File: src/rtl/ram_access_ctrl.sv
// ram_access_ctrl: load/store controller between the memory stage and a
// word-addressed RAM with one shared address port and no byte enables.
// Sub-word stores are done as read-modify-write; every completion is
// reported with a one-cycle rsp_valid pulse (rsp_err marks rejected requests).
module ram_access_ctrl #(
  parameter int ADDR_W = 32
) (
  input  logic              clk,
  input  logic              rst,
  input  logic              req_valid,
  output logic              req_ready,
  input  logic              req_we,
  input  logic [1:0]        req_size,
  input  logic              req_unsigned,
  input  logic [ADDR_W-1:0] req_addr,
  input  logic [31:0]       req_wdata,
  output logic              rsp_valid,
  output logic [31:0]       rsp_rdata,
  output logic              rsp_err,
  output logic              ram_we,
  output logic [ADDR_W-1:0] ram_addr,
  output logic [31:0]       ram_wdata,
  input  logic [31:0]       ram_rdata
);

  typedef enum logic [2:0] {IDLE, LOAD, WR, RMW_RD, RMW_WR} state_t;

  state_t            state_q, state_d;
  logic [1:0]        size_q, size_d;
  logic              uns_q, uns_d;
  logic [ADDR_W-1:0] addr_q, addr_d;
  logic [31:0]       wdata_q, wdata_d;
  logic [31:0]       merged_q, merged_d;
  logic              rsp_valid_q, rsp_valid_d;
  logic [31:0]       rsp_rdata_q, rsp_rdata_d;
  logic              rsp_err_q, rsp_err_d;

  logic              req_bad;
  logic [ADDR_W-1:0] word_addr;
  logic [7:0]        byte_lane;
  logic [15:0]       half_lane;
  logic [31:0]       load_word;
  logic [31:0]       merged_word;

  assign word_addr = {addr_q[ADDR_W-1:2], 2'b00};
  assign rsp_valid = rsp_valid_q;
  assign rsp_rdata = rsp_rdata_q;
  assign rsp_err   = rsp_err_q;

  // Reject reserved sizes and halfwords/words that are not naturally aligned.
  always_comb begin
    req_bad = 1'b0;
    case (req_size)
      2'b01:   req_bad = req_addr[0];
      2'b10:   req_bad = (req_addr[1:0] != 2'b00);
      2'b11:   req_bad = 1'b1;
      default: req_bad = 1'b0;
    endcase
  end

  // Pick the addressed lane out of the RAM word and sign/zero extend it.
  always_comb begin
    byte_lane = ram_rdata[7:0];
    case (addr_q[1:0])
      2'b00:   byte_lane = ram_rdata[7:0];
      2'b01:   byte_lane = ram_rdata[15:8];
      2'b10:   byte_lane = ram_rdata[23:16];
      default: byte_lane = ram_rdata[31:24];
    endcase
    half_lane = addr_q[1] ? ram_rdata[31:16] : ram_rdata[15:0];
    case (size_q)
      2'b00:   load_word = uns_q ? {24'h0, byte_lane} : {{24{byte_lane[7]}}, byte_lane};
      2'b01:   load_word = uns_q ? {16'h0, half_lane} : {{16{half_lane[15]}}, half_lane};
      default: load_word = ram_rdata;
    endcase
  end

  // Replace the target lane of the RAM word with the store data.
  always_comb begin
    merged_word = ram_rdata;
    if (size_q == 2'b00) begin
      case (addr_q[1:0])
        2'b00:   merged_word[7:0]   = wdata_q[7:0];
        2'b01:   merged_word[15:8]  = wdata_q[7:0];
        2'b10:   merged_word[23:16] = wdata_q[7:0];
        default: merged_word[31:24] = wdata_q[7:0];
      endcase
    end else if (addr_q[1]) begin
      merged_word[31:16] = wdata_q[15:0];
    end else begin
      merged_word[15:0] = wdata_q[15:0];
    end
  end

  // Next-state, request latching, response generation and RAM port drive.
  always_comb begin
    state_d     = state_q;
    size_d      = size_q;
    uns_d       = uns_q;
    addr_d      = addr_q;
    wdata_d     = wdata_q;
    merged_d    = merged_q;
    rsp_valid_d = 1'b0;
    rsp_rdata_d = 32'h0;
    rsp_err_d   = 1'b0;
    req_ready   = 1'b0;
    ram_we      = 1'b0;
    ram_addr    = '0;
    ram_wdata   = 32'h0;
    case (state_q)
      IDLE: begin
        req_ready = !rst;
        if (req_valid && !rst) begin
          size_d  = req_size;
          uns_d   = req_unsigned;
          addr_d  = req_addr;
          wdata_d = req_wdata;
          if (req_bad) begin
            rsp_valid_d = 1'b1;
            rsp_err_d   = 1'b1;
          end else if (!req_we) begin
            state_d = LOAD;
          end else if (req_size == 2'b10) begin
            state_d = WR;
          end else begin
            state_d = RMW_RD;
          end
        end
      end
      LOAD: begin
        ram_addr    = word_addr;
        rsp_rdata_d = load_word;
        rsp_valid_d = 1'b1;
        state_d     = IDLE;
      end
      WR: begin
        ram_we      = 1'b1;
        ram_addr    = word_addr;
        ram_wdata   = wdata_q;
        rsp_valid_d = 1'b1;
        state_d     = IDLE;
      end
      RMW_RD: begin
        ram_addr = word_addr;
        merged_d = merged_word;
        state_d  = RMW_WR;
      end
      RMW_WR: begin
        ram_we      = 1'b1;
        ram_addr    = word_addr;
        ram_wdata   = merged_q;
        rsp_valid_d = 1'b1;
        state_d     = IDLE;
      end
      default: state_d = IDLE;
    endcase
    if (rst) begin
      ram_we    = 1'b0;
      ram_addr  = '0;
      ram_wdata = 32'h0;
    end
  end

  // State and datapath registers with synchronous reset.
  always_ff @(posedge clk) begin
    if (rst) begin
      state_q     <= IDLE;
      size_q      <= 2'b00;
      uns_q       <= 1'b0;
      addr_q      <= '0;
      wdata_q     <= 32'h0;
      merged_q    <= 32'h0;
      rsp_valid_q <= 1'b0;
      rsp_rdata_q <= 32'h0;
      rsp_err_q   <= 1'b0;
    end else begin
      state_q     <= state_d;
      size_q      <= size_d;
      uns_q       <= uns_d;
      addr_q      <= addr_d;
      wdata_q     <= wdata_d;
      merged_q    <= merged_d;
      rsp_valid_q <= rsp_valid_d;
      rsp_rdata_q <= rsp_rdata_d;
      rsp_err_q   <= rsp_err_d;
    end
  end

endmodule

File: config.mk
export PLATFORM = sky130hd
export DESIGN_NAME = ram_access_ctrl
export DESIGN_NICKNAME = d
export VERILOG_FILES = /design/src/rtl/ram_access_ctrl.sv
export SDC_FILE = /design/constraint.sdc
export NUM_CORES = 1
export LEC_CHECK = 0
export BUFFER_PORTS_ARGS = -buffer_cell sky130_fd_sc_hd__buf_2
export CAP_MARGIN = 40
export CORE_MARGIN = 3
export CORE_UTILIZATION = 41
export CTS_CLUSTER_SIZE = 8
export DETAILED_ROUTE_END_ITERATION = 10
export GPL_ROUTABILITY_DRIVEN = 1
export PLACE_DENSITY = 0.66
export SLEW_MARGIN = 30
export SYNTH_ARGS = -nofsm -noshare
export SYNTH_HDL_FRONTEND = slang
export SYNTH_SLANG_ARGS = --single-unit
File: constraint.sdc
create_clock -name clk -period 2.1 [get_ports clk]
set_clock_uncertainty 0.15 [all_clocks]
set_input_delay 0.315 -clock clk [delete_from_list [all_inputs] [get_ports clk]]
set_output_delay 0.315 -clock clk [all_outputs]
set_load 0.03 [all_outputs]
==> results_dict.tcl <==
set metrics [dict create \
    status "finished, violations left" \
    violations "negative setup slack" \
    tns_ns -8.95 \
    ys_warn_count 0 \
    synth_compound_area_share_pct 31.2 \
    report.final.slew_viol_count 0 \
    synth_top_family_by_area "compound AO/OA/AOI/OAI gates" \
    antenna_cells 0 \
    grt_max_degree 95 \
    synthMuxAreaShare_pct 1.78 \
    synth.avg_cell_area_um2 8.11 \
    cts_tree "yes" \
    clkPwrFrac_pct 46.4 \
    period_share_pct 109 \
    hold_class "in -> reg" \
    dr.pass1.iters 6 \
    layout_commonest_cell "buf_2" \
    io_buffers 200 \
    switchingPower_mw 1.83 \
    area_delta_synth_final_pct 48.1 \
    clkTransAtPathRegs_ns 0.06 \
    netlist_area_um2 6970 \
    worstHoldStart "req_addr[22]" \
    async_flop_share_pct 0 \
    synth-edff-count 0 \
    synthCells 859 \
    dp_hpwl_mm 15.5 \
    synth_xor_xnor_area_share_pct 0 \
    switching_share_pct 26.1 \
    seqPwrFrac_pct 39.2 \
    most-common-layout-cells "136 x buf_2, 131 x dfxtp_1, 93 x a21oi_1" \
    path_max_fanout 7 \
    ios 203 \
    rows 47 \
    busiest_layer "met2" \
    instances_no_fill 1319 \
    period_needed_ns 2.28 \
    endpoint_kind "output pin" \
    dpl_worst_slack_ns 0.165 \
    nets 1189 \
    die_width_um 136 \
    viasPerCell 5.81 \
    finalSetupViolCount 63 \
    p_leak_nw 4.03 \
    ys_types 45 \
    routed_wl_mm 25.6 \
    routabilityCongestion 0.866 \
    cts-root-buf "clkbuf_16" \
    grtUsageTotal_pct 26.0 \
    synthAdderAreaFrac_pct 0 \
    gr-usage-met2_pct 39.7 \
    numCtsBuffers 17 \
    die_area_um2 18600 \
    clockBufferDepth 2 \
    placed_cells 1208 \
    grtUsageMet3_pct 7.70 \
    grt_pass1_vias 7105 \
    worstSetupPathType "reg -> out" \
    antenna_found_initial 0 \
    synthSimpleGateAreaFrac_pct 20.1 \
    cp_data_required_time_ns 1.63 \
    grt_pass1_wl_mm 38.2 \
    p_per_area_nw_per_um2 678 \
    ant_nets 0 \
    drt_iter0_drc 748 \
    core_um2 16600 \
    synth_ff_type "dfxtp_1" \
    tightest_slew_ns 0.770 \
    dieHeight_um 136 \
    drc 0 \
    globalRoute.totalOverflow 0 \
    cp-startpoint "state_q[1]" \
    met1_usage_pct 34.0 \
    report.final.hold_viol_count 0 \
    power_frac_comb_pct 14.4 \
    start_util_pct 42.0 \
    fmax_mhz 438 \
    postSynthRegisterBits 136 \
    p_int_mw 5.17 \
    wl_per_cell_um 19.4 \
    drive_above_1_share_pct 35.5 \
    vias 7662 \
    fin_ws_ns -0.183 \
    cts_max_level 4 \
    worstPathArrival_ns 1.82 \
    slew_headroom_pct 48.6 \
    cap_viol_max_count 0 \
    cp-start-kind "flop" \
    peakVddDrop_uv 567 \
    ys_seq_area_share_pct 39.1 \
    clk_latency_ns 0.42 \
    r2r_slack_ns 0.04 \
    cts_sinks 136 \
    rsz0062_at_grt "yes" \
    timing.rr.start "state_q[2]" \
]
cells by family (layout without fill, tap and decap cells):
group	count (synthesis)	in the layout
other cells	1	2
buf+inv	118	357
compound gates	341	341
simple gates	253	253
flops	136	136
mux	10	10
final cells by class:
class                   instances  area, µm²
clock buffers                  21        470
clock inverters                11        169
fillers                      1384       6270
inverters                      13       61.3
multi-input cells             606       3990
flip-flops and latches        136       2740
well taps                     220        275
repair buffers                311       2610
repair inverters                1       8.76
worst max-delay path, stage by stage, from the launching register on:
cell and delay (ns):
dfxtp_4 0.41, nor3b_4 0.30, buf_6 0.19, clkbuf_16 0.15, a22oi_1 0.08, nor2_2 0.11, buf_6 0.14
routing by layer:
layer | wire (µm) | vias up | part of all wire, %
met5 | 0 | - | 0
met4 | 1080 | 0 | 4.2
met3 | 2190 | 68 | 8.6
met2 | 11900 | 359 | 46
met1 | 10400 | 3606 | 41
li1 | - | 3629 | -
synthesized netlist by cell type, types with 2 or more instances:
| library cell | n | area (µm²) |
|---|---|---|
| o22ai_1 | 2 | 12.5 |
| buf_4 | 2 | 15.0 |
| nor3b_1 | 3 | 22.5 |
| a21oi_1 | 93 | 465 |
| a22oi_1 | 55 | 413 |
| o21ai_0 | 87 | 435 |
| inv_1 | 12 | 45.0 |
| a211oi_1 | 48 | 360 |
| dfxtp_1 | 136 | 2720 |
| clkbuf_2 | 2 | 10.0 |
| nor3_1 | 3 | 15.0 |
| and3_1 | 9 | 56.3 |
| and2_1 | 30 | 188 |
| nand2_1 | 5 | 18.8 |
| a2111oi_0 | 2 | 17.5 |
| buf_6 | 9 | 101 |
| buf_2 | 16 | 80.1 |
| mux2_2 | 9 | 101 |
| a311oi_1 | 16 | 140 |
| and3b_1 | 16 | 140 |
| nor2b_1 | 23 | 144 |
| clkbuf_1 | 71 | 267 |
| o21ai_1 | 4 | 20.0 |
| a2111oi_1 | 4 | 40.0 |
| nor2_1 | 53 | 199 |
| buf_1 | 5 | 18.8 |
| nand2b_1 | 20 | 125 |
| a31oi_1 | 2 | 12.5 |
| nand3_1 | 84 | 420 |
| o32ai_1 | 23 | 201 |
metrics by stage:
step | total power [mW] | hold WS (ns) | utilization [%] | area, µm²
2_1_floorplan | 3.31 | 0.299 | - | 7050
3_5_place_dp | 3.62 | 0.312 | 49.4 | 8190
6_report | 6.99 | 0.0123 | 62.2 | 10300
4_1_cts | 6.95 | 0.000822 | 60.0 | 9940
5_1_grt | 7.22 | 0.0165 | 62.2 | 10300
3_3_place_gp | 3.61 | 0.306 | 49.4 | 8190
repair_timing:
action | in CTS | in global routing
hold buffers | 58 | 0
cloned | 2 | 7
buffers inserted | 5 | 8
gates resized for setup | 146 | 58
endpoints found under the setup margin | 64 | 66
pin swaps | 2 | 46
hold endpoints to repair | 58 | 0
flip-flops by register name, summed over array words and instances (netlist names):
name	cells
rsp_rdata	32
merged_q	32
addr_q	32
uns_q	1
size_q	2
wdata_q	32
rsp_valid	1
rsp_err	1
state_q	3
power groups by stage:
stage | clock network, mW | logic, mW | registers (mW)
after floorplan | 0 | 0.529 | 2.78
after global placement | 0 | 0.828 | 2.78
after detailed placement | 0 | 0.832 | 2.78
after CTS | 3.27 | 0.955 | 2.73
after global routing | 3.39 | 1.09 | 2.74
final | 3.25 | 1.01 | 2.74
final timing paths:
check / to / depth (start not counted)
setup / recovery: ram_wdata[17] / 6
hold / removal: addr_q[22] / 3
setup reg to reg: addr_q[2] / 5
hold reg to reg: addr_q[15] / 2
No activity file was read; power rests on OpenSTA's default activity.
